## src/rtl/seq_alu.sv

```systemverilog
// Multi-cycle ALU: single-cycle arith/logic with registered results, and
// shift/rotate ops that iterate one bit per clock behind a start/busy/done handshake.
module seq_alu #(
    parameter int WIDTH      = 16,
    parameter int COUNT_BITS = 5
) (
    input  logic             clk,
    input  logic             reset,
    input  logic             i_start,
    input  logic [3:0]       i_op,
    input  logic             i_is_half,
    input  logic [WIDTH-1:0] i_a,
    input  logic [WIDTH-1:0] i_b,
    input  logic [15:0]      i_flags_in,
    output logic [WIDTH-1:0] o_out,
    output logic [15:0]      o_flags_out,
    output logic             o_busy,
    output logic             o_done
);
    localparam int H  = WIDTH / 2;
    localparam int IW = $clog2(WIDTH);
    localparam logic [WIDTH-1:0] HALF_MASK = {{H{1'b0}}, {H{1'b1}}};

    localparam logic [0:0] S_IDLE  = 1'b0;
    localparam logic [0:0] S_SHIFT = 1'b1;

    localparam logic [3:0] OP_SELB = 4'd1,  OP_ADD = 4'd2,  OP_ADC = 4'd3;
    localparam logic [3:0] OP_SUB  = 4'd4,  OP_SBB = 4'd5,  OP_AND = 4'd6;
    localparam logic [3:0] OP_OR   = 4'd7,  OP_XOR = 4'd8,  OP_SHL = 4'd9;
    localparam logic [3:0] OP_SHR  = 4'd10, OP_SAR = 4'd11, OP_ROL = 4'd12;
    localparam logic [3:0] OP_ROR  = 4'd13, OP_RCL = 4'd14, OP_RCR = 4'd15;

    logic [0:0]            r_state;
    logic [WIDTH-1:0]      r_out, r_work;
    logic [15:0]           r_flags_out, r_flags;
    logic                  r_done, r_cf, r_half, r_amsb;
    logic [3:0]            r_op;
    logic [COUNT_BITS-1:0] r_rem;

    logic [WIDTH-1:0] w_in_mask, w_ma, w_mb, w_res, w_r_mask, w_step;
    logic [WIDTH:0]   w_sum, w_dif;
    logic [IW-1:0]    w_imsb, w_rmsb;
    logic [15:0]      w_flg, w_sflg;
    logic             w_cin, w_carry, w_ovf, w_szp, w_arith, w_top, w_low, w_ncf;
    logic             w_is_shift, w_cnt_nz;

    assign w_in_mask  = i_is_half ? HALF_MASK : '1;
    assign w_r_mask   = r_half ? HALF_MASK : '1;
    assign w_imsb     = i_is_half ? IW'(H - 1) : IW'(WIDTH - 1);
    assign w_rmsb     = r_half ? IW'(H - 1) : IW'(WIDTH - 1);
    assign w_ma       = i_a & w_in_mask;
    assign w_mb       = i_b & w_in_mask;
    assign w_cin      = ((i_op == OP_ADC) || (i_op == OP_SBB)) & i_flags_in[0];
    assign w_sum      = {1'b0, w_ma} + {1'b0, w_mb} + {{WIDTH{1'b0}}, w_cin};
    assign w_dif      = {1'b0, w_ma} - {1'b0, w_mb} - {{WIDTH{1'b0}}, w_cin};
    assign w_is_shift = (i_op >= OP_SHL);
    assign w_cnt_nz   = (i_b[COUNT_BITS-1:0] != '0);
    assign w_top      = r_work[w_rmsb];
    assign w_low      = r_work[0];

    // Single-cycle result; shifts with a zero count fall through as a pass of a.
    always_comb begin
        w_res   = w_ma;
        w_flg   = i_flags_in;
        w_carry = 1'b0;
        w_ovf   = 1'b0;
        w_szp   = 1'b0;
        w_arith = 1'b0;
        case (i_op)
            OP_SELB: w_res = w_mb;
            OP_ADD, OP_ADC: begin
                w_res   = w_sum[WIDTH-1:0] & w_in_mask;
                w_carry = i_is_half ? w_sum[H] : w_sum[WIDTH];
                w_ovf   = (w_ma[w_imsb] == w_mb[w_imsb]) && (w_res[w_imsb] != w_ma[w_imsb]);
                w_szp   = 1'b1;
                w_arith = 1'b1;
            end
            OP_SUB, OP_SBB: begin
                w_res   = w_dif[WIDTH-1:0] & w_in_mask;
                w_carry = i_is_half ? w_dif[H] : w_dif[WIDTH];
                w_ovf   = (w_ma[w_imsb] != w_mb[w_imsb]) && (w_res[w_imsb] != w_ma[w_imsb]);
                w_szp   = 1'b1;
                w_arith = 1'b1;
            end
            OP_AND: begin w_res = w_ma & w_mb; w_szp = 1'b1; end
            OP_OR:  begin w_res = w_ma | w_mb; w_szp = 1'b1; end
            OP_XOR: begin w_res = w_ma ^ w_mb; w_szp = 1'b1; end
            default: ;
        endcase
        if (w_szp) begin
            w_flg[0]  = w_carry;
            w_flg[11] = w_ovf;
            w_flg[2]  = ~^w_res[7:0];
            w_flg[6]  = (w_res == '0);
            w_flg[7]  = w_res[w_imsb];
        end
        if (w_arith) w_flg[4] = w_ma[4] ^ w_mb[4] ^ w_res[4];
    end

    // One-bit step of the working register; RCL/RCR carry r_cf as the extra bit.
    always_comb begin
        w_step = r_work >> 1;
        w_ncf  = w_low;
        case (r_op)
            OP_SHL: begin w_step = (r_work << 1) & w_r_mask; w_ncf = w_top; end
            OP_SAR: w_step[w_rmsb] = w_top;
            OP_ROL: begin
                w_step = ((r_work << 1) & w_r_mask) | {{(WIDTH-1){1'b0}}, w_top};
                w_ncf  = w_top;
            end
            OP_ROR: w_step[w_rmsb] = w_low;
            OP_RCL: begin
                w_step = ((r_work << 1) & w_r_mask) | {{(WIDTH-1){1'b0}}, r_cf};
                w_ncf  = w_top;
            end
            OP_RCR: w_step[w_rmsb] = r_cf;
            default: ;
        endcase
        w_sflg    = r_flags;
        w_sflg[0] = w_ncf;
        case (r_op)
            OP_SHL, OP_ROL, OP_RCL: w_sflg[11] = w_step[w_rmsb] ^ w_ncf;
            OP_SHR:                 w_sflg[11] = r_amsb;
            OP_SAR:                 w_sflg[11] = 1'b0;
            default:                w_sflg[11] = w_step[w_rmsb] ^ w_step[w_rmsb - 1'b1];
        endcase
        if ((r_op == OP_SHL) || (r_op == OP_SHR) || (r_op == OP_SAR)) begin
            w_sflg[2] = ~^w_step[7:0];
            w_sflg[6] = (w_step == '0);
            w_sflg[7] = w_step[w_rmsb];
        end
    end

    always_ff @(posedge clk) begin
        if (reset) begin
            r_state     <= S_IDLE;
            r_out       <= '0;
            r_flags_out <= '0;
            r_done      <= 1'b0;
            r_rem       <= '0;
            r_work      <= '0;
            r_cf        <= 1'b0;
            r_op        <= '0;
            r_half      <= 1'b0;
            r_flags     <= '0;
            r_amsb      <= 1'b0;
        end else begin
            r_done <= 1'b0;
            case (r_state)
                S_IDLE: if (i_start) begin
                    if (w_is_shift && w_cnt_nz) begin
                        r_state <= S_SHIFT;
                        r_work  <= w_ma;
                        r_cf    <= i_flags_in[0];
                        r_rem   <= i_b[COUNT_BITS-1:0];
                        r_op    <= i_op;
                        r_half  <= i_is_half;
                        r_flags <= i_flags_in;
                        r_amsb  <= w_ma[w_imsb];
                    end else begin
                        r_out       <= w_res;
                        r_flags_out <= w_flg;
                        r_done      <= 1'b1;
                    end
                end
                default: begin
                    // Final step commits straight to the outputs.
                    if (r_rem == COUNT_BITS'(1)) begin
                        r_out       <= w_step;
                        r_flags_out <= w_sflg;
                        r_done      <= 1'b1;
                        r_state     <= S_IDLE;
                    end else begin
                        r_work <= w_step;
                        r_cf   <= w_ncf;
                    end
                    r_rem <= r_rem - COUNT_BITS'(1);
                end
            endcase
        end
    end

    assign o_out       = r_out;
    assign o_flags_out = r_flags_out;
    assign o_busy      = (r_state == S_SHIFT);
    assign o_done      = r_done;
endmodule
```

## config.mk

```make
export PLATFORM = sky130hd
export DESIGN_NAME = seq_alu
export DESIGN_NICKNAME = d
export VERILOG_FILES = /design/src/rtl/seq_alu.sv
export SDC_FILE = /design/constraint.sdc
export NUM_CORES = 1
export LEC_CHECK = 0
export CORE_MARGIN = 5
export CORE_UTILIZATION = 62
export CTS_CLUSTER_DIAMETER = 30
export DETAILED_ROUTE_END_ITERATION = 8
export PLACE_DENSITY = 0.88
export SLEW_MARGIN = 20
export SYNTH_ARGS = -nofsm -noshare
export SYNTH_HDL_FRONTEND = slang
export SYNTH_SLANG_ARGS = --single-unit
export TNS_END_PERCENT = 5
```

## constraint.sdc

```tcl
create_clock -name clk -period 13.3 [get_ports clk]
set_input_delay 3.99 -clock clk [delete_from_list [all_inputs] [get_ports clk]]
set_output_delay 3.99 -clock clk [all_outputs]
set_load 0.02 [all_outputs]
```

==> impl_metrics.yaml, run 1 <==
run_status:
  run_status: "complete, no violations"
sta:
  final_max_slew_viol_count: 0
  setup_viol: 0
  clock.fmax_ghz: 0.117
  period_needed_ns: 8.58
  fin_crit_sh_pct: 64.5
  grt_setup_unrepaired: "false"
  worstMarginPinSlew_ns: 0.953
  slew_headroom_pct: 36.3
  clock_skew_ns: 0.00432
  hold_viol: 0
  tns_ns: 0
synth:
  yosysSeqAreaShare_pct: 21.2
  synth_area_leaders: "dfxtp_1, ha_1, nand2_1"
  yosysTopAreaCell: "dfxtp_1"
  ys.flop_type: "dfxtp_1"
  syn-cell-area_um2: 7160
  synth_top_area_share_pct: 21.2
  synth_edf_count: 0
  async_flop_share_pct: 0
  synth.distinct_cells: 90
  yosysMostFrequentCell: "nand2_1"
  synth_common_cells: "nand2_1, a21oi_1, dfxtp_1"
  syn-num-nets: 1101
  syn-instance-count: 969
  syn_avg_cell_area_um2: 7.39
  ys_ff_latch: 76
  ys_warn_count: 0
setup_path:
  crit_path_frequent_cell: "xnor2_1"
  slowest_stage: "clkdlybuf4s50_1"
  required_ns: 13.49
  worstSetupPathType: "input port to flip-flop"
  path_cells: "clkdlybuf4s50_1, inv_2, nand2_1, nand2_1, nand3_1, inv_1, fa_1, inv_1, ha_1, o21ai_2, nand3_4, a41oi_1, xnor2_1, a21oi_1, a22o_1, ha_1, xnor2_1, xnor2_1, o21ai_0, o211ai_1, a21oi_1"
  cp-end-kind: "flip-flop"
  rr_worst_depth: 9
  path_buf_inv: 4
  critical_path.top_delay_family: "buffers and inverters"
  cp_max_fo: 18
  cp.arrival_ns: 8.77
  worst-path-stages: 21
  startpoint_type: "input port"
  cp_slowest_stage_delay_ns: 0.88
clock_network:
  cts_made_buffers: 9
  clkSinkCount: 76
  cts_resized: 0
  clockBufferDepth: 2
  cts_tree: "done"
  cts-hold-fix-buffers: 0
  htree_levels: 3
  clk_latency_ns: 0.34
  cts_setup_buffers: 0
  cts.clk_slew.worst_paths_ns: 0.06
  cts_root_buf: "clkbuf_16"
grt:
  grt_max_degree: 72
  grt_pass1_wl_um: 34900
  grt_use_total_pct: 30.3
  globalRoute.totalOverflow: 0
  grt_pass1_vias: 7044
  antenna_found_initial: 0
floorplanning:
  io_pins: 90
  fp.dieH_um: 117
  num_rows: 39
  initial_utilization_pct: 63.0
  die_w_um: 117
  coreArea_um2: 11400
  die_area_um2: 13800
route:
  drt_first_pass_iters: 6
  postRouteWirelength_um: 22200
  drc: 0
  ant_nets: 0
  drt_iter0_markers: 897
  vias_per_cell: 6.57
  via_count: 7690
  wl_per_cell_um: 19.0
layout:
  area_growth_pct: 17.2
  layout.cells.non_filler: 1170
  n_antenna_cell: 0
  layout.nets: 1154
  drive_gt1_share_pct: 5.84
place:
  dp_cells: 1154
  io_buffer_count: 89
  gp_congestion: 0.985
  dp_hpwl_um: 16400
pwr:
  p_leak_nw: 3.37
  peakVddDrop_mv: 0.102
  powerDensity_nw_per_um2: 99.1
run:
  maxCapViolCount: 0
worst_hold_path:
  min_path_type: "flip-flop to flip-flop"
  min_path_cells: 2
[state kept, by name, indices dropped and copies added (netlist names), 4 cells and up]
signal and count:
r_work 16, r_flags 14, r_rem 5, o_flags_out 16, o_out 16, r_op 4
[stage by stage]
stage,util (%),hold WS [ns],worst slack [ns],power [W],area (um2)
3_5_place_dp,70.9,0.446,4.49,0.000564,8060
4_1_cts,73.8,0.454,4.78,0.000827,8390
5_1_grt,73.8,0.471,4.32,0.000872,8390
3_3_place_gp,70.9,0.439,4.62,0.000558,8060
2_1_floorplan,-,0.432,5.77,0.000472,7160
6_report,73.8,0.452,4.72,0.000831,8390
[worst reg2reg max path: cells and delay by family, from the launching register on]
family	cells	cell delay (ns)
flops	1	0.32
compound gates	3	0.57
buf+inv	4	1.78
simple gates	2	0.63
[power breakdown]
group          internal (W)  switching, W  leakage (nW)  total (W)
Combinational      0.000126      0.000183          2.59   0.000309
Sequential         0.000246     0.0000142         0.623   0.000260
Clock              0.000169     0.0000936         0.151   0.000262
[worst paths after layout]
path / from / endpoint / slack [ns]
setup / recovery: i_op[3] / o_flags_out[2] / 4.72
setup reg to reg: o_busy / o_out[14] / 9.89
hold / removal: r_flags[12] / r_flags[12] / 0.45
hold reg to reg: r_flags[12] / r_flags[12] / 0.45
[layout by cell type, fill, tap and decap left out, types with 6 or more instances in the layout]
cell,instances
nor2_1,75
nor2b_1,8
a21oi_1,86
inv_1,66
o311ai_0,9
a221oi_1,12
a211oi_1,23
nand2b_1,11
o22ai_1,8
clkbuf_16,9
dfxtp_1,75
mux2i_1,20
o221ai_1,6
clkdlybuf4s50_1,88
o21ai_0,48
xor2_1,9
xnor2_1,18
o21ai_1,8
buf_4,12
nand2_1,162
o211ai_1,28
a21o_1,7
nor3_1,21
ha_1,72
nand3_1,20
[layout make-up]
class	count	area (um2)
Multi-Input combinational cell	767	5130
Fill cell	928	2980
Sequential cell	76	1520
Timing Repair Buffer	101	976
Inverter	67	251
Clock buffer	10	239
Tap cell	143	179
Clock inverter	6	87.6
[cells by family (layout without fill, tap and decap cells)]
family | after synthesis | count (layout) | share of synthesized area (%)
buf+inv | 126 | 184 | 7.06
compound gates | 308 | 308 | 30.0
xor+xnor | 28 | 28 | 3.69
mux | 20 | 20 | 2.80
simple gates | 335 | 335 | 21.6
fa+ha+maj | 76 | 76 | 13.7
flops | 76 | 76 | 21.2
[routing by layer]
metal / part of all wire, % / vias to the layer above / track usage [%]
met5: 0 / - / 0
met4: 3.3 / 0 / 11.7
met3: 10 / 73 / 5.96
met2: 46 / 467 / 49.2
met1: 41 / 3564 / 39.8
li1: - / 3586 / -
Power figures use the tool's default switching activity.
==> run 2, diff against run 1 <==
--- a/config.mk
+++ b/config.mk
@@ -6,10 +6,10 @@
 export NUM_CORES = 1
 export LEC_CHECK = 0
 export CORE_MARGIN = 5
-export CORE_UTILIZATION = 62
+export CORE_UTILIZATION = 57
 export CTS_CLUSTER_DIAMETER = 30
 export DETAILED_ROUTE_END_ITERATION = 8
-export PLACE_DENSITY = 0.88
+export PLACE_DENSITY = 0.82
 export SLEW_MARGIN = 20
 export SYNTH_ARGS = -nofsm -noshare
 export SYNTH_HDL_FRONTEND = slang
==> constraint.sdc (replaced) <==
create_clock -name clk -period 8.7 [get_ports clk]
set_input_delay 2.61 -clock clk [delete_from_list [all_inputs] [get_ports clk]]
set_output_delay 2.61 -clock clk [all_outputs]
set_load 0.02 [all_outputs]
==> run 2 against run 1 <==
Power up 44%. Global-route usage down 0.46 points. Hold slack about the same. Largest power group unchanged. Non-clock buffer count down 1. Wire length up 1.2%. Critical path depth up 1. Register-to-register slack worse by 4.6 ns. Clock power up 26%.
==> impl_metrics.yaml, run 2 (same netlist as run 1, synthesis figures left out) <==
layout:
  final_cell_mix: "nand2_1, clkdlybuf4s50_1, a21oi_1"
  drive_gt1_share_pct: 5.47
  final_common_cell: "nand2_1"
  area_growth_pct: 16.7
  n_antenna_cell: 0
  layout.nets: 1153
  nFillCells: 1134
route:
  drt_iter0_markers: 653
  via_count: 7473
  drt_first_pass_iters: 5
  postRouteWirelength_um: 22400
  vias_per_cell: 6.25
  drc: 0
  ant_nets: 0
  wl_per_cell_um: 18.8
clock_network:
  htree_levels: 3
  cts.clk_slew.worst_paths_ns: 0.06
  clockBufferDepth: 2
  cts_resized: 0
  cts_tree: "done"
  clkSinkCount: 76
  clk_latency_ns: 0.33
  cts_setup_buffers: 0
  cts-hold-fix-buffers: 0
  cts_root_buf: "clkbuf_16"
  cts_made_buffers: 9
sta:
  clock_skew_ns: 0.00478
  clock.fmax_ghz: 0.138
  grt_setup_unrepaired: "false"
  hold_viol: 0
  final_max_slew_viol_count: 0
  fin_crit_sh_pct: 83.1
  slew_headroom_pct: 31.7
  worstMarginPinSlew_ns: 1.02
  period_needed_ns: 7.23
  setup_viol: 0
  tns_ns: 0
grt:
  met2_usage_pct: 49.1
  antenna_found_initial: 0
  globalRoute.totalOverflow: 0
  top_usage_layer: "met2"
  grt_max_degree: 72
  grt_util_met1_pct: 40.5
  use_met3_pct: 3.90
  grt_use_total_pct: 29.9
  grt_pass1_vias: 7017
  grt_pass1_wl_um: 35500
setup_path:
  slowest_stage: "clkdlybuf4s50_1"
  path_cells: "clkdlybuf4s50_1, inv_2, nand2_1, nand2_1, nand3_1, inv_1, fa_1, inv_1, ha_1, o21ai_2, nand3_4, nand2_1, xor2_1, o221ai_1, a221oi_1, ha_1, nand4_1, nor2_1, nand2_1, nor4b_1, nand4_1, o31ai_2"
  cp.arrival_ns: 7.48
  cp_max_fo: 18
  worstSetupPathType: "input port to flip-flop"
  startpoint_type: "input port"
  cp_slowest_stage_delay_ns: 0.89
  worstSetupStartpoint: "i_op[3]"
  r2r-start: "o_busy"
  crit_path_frequent_cell: "nand2_1"
  required_ns: 8.95
  cp-end-kind: "flip-flop"
pwr:
  powerDensity_nw_per_um2: 143
  peakVddDrop_mv: 0.109
  p_total_w: 0.00120
  p_leak_nw: 3.35
worst_hold_path:
  min_from: "o_out[4]"
  min_path_type: "flip-flop to flip-flop"
floorplanning:
  fp.dieH_um: 122
  num_rows: 41
  die_area_um2: 14900
  die_w_um: 122
  initial_utilization_pct: 57.4
  coreArea_um2: 12500
  io_pins: 90
place:
  gp_congestion: 0.999
  io_buffer_count: 89
  dp_hpwl_um: 16900
run:
  maxCapViolCount: 0
run_status:
  run_status: "complete, no violations"
run 2: cell count changes in the layout (fill, tap and decap cells not counted), sizes merged:
| cell | delta |
|---|---|
| clkinvlp | -3 |
| clkbuf | +1 |
| buf | -1 |
| clkinv | +2 |
| bufinv | -2 |
run 2: worst paths after layout:
| check | endpoint | slack, ns | cells past startpoint |
|---|---|---|---|
| setup / recovery | o_flags_out[6] | 1.47 | 22 |
| hold / removal | o_out[4] | 0.45 | 2 |
| setup reg to reg | o_flags_out[6] | 5.28 | 11 |
| hold reg to reg | o_out[4] | 0.45 | 2 |
run 2: routing by layer:
layer | wire [um] | part of all wire [%]
met1 | 9510 | 42
met2 | 10300 | 46
met3 | 2110 | 9.4
met4 | 552 | 2.5
met5 | 0 | 0
run 2: critical path, delay by kind of cell:
kind            cells  cell delay (ns)
compound gates      4             0.88
xor+xnor            1             0.14
fa+ha+maj           3             0.94
buf+inv             4             1.26
simple gates       10             1.66
run 2: layout make-up:
| cell class | count | area, um2 | area share (%) |
|---|---|---|---|
| Tap cell | 172 | 215 | 2.57 |
| Inverter | 67 | 251 | 3.01 |
| Sequential cell | 76 | 1520 | 18.2 |
| Clock buffer | 11 | 243 | 2.90 |
| Multi-Input combinational cell | 767 | 5140 | 61.5 |
| Timing Repair Buffer | 100 | 968 | 11.6 |
| Clock inverter | 3 | 15.0 | 0.180 |
run 2: metrics by stage:
step	worst slack (ns)	util (%)	cell area [um2]	hold WS, ns	cells
finish	1.47	67.0	8360	0.451	1196
global route	1.07	67.0	8360	0.470	1196
CTS	1.54	67.0	8360	0.454	1196
detailed placement	1.20	65.0	8100	0.447	1182
global placement	1.30	65.0	8100	0.440	1182
floorplan	2.55	-	7160	0.432	969
run 2: power breakdown:
part / leakage, nW / total, W / switching, W / internal, W
combinational: 2.59 / 0.000473 / 0.000280 / 0.000192
clock: 0.131 / 0.000329 / 0.000133 / 0.000196
sequential: 0.623 / 0.000397 / 0.0000211 / 0.000376
total: 3.35 / 0.00120 / 0.000434 / 0.000764
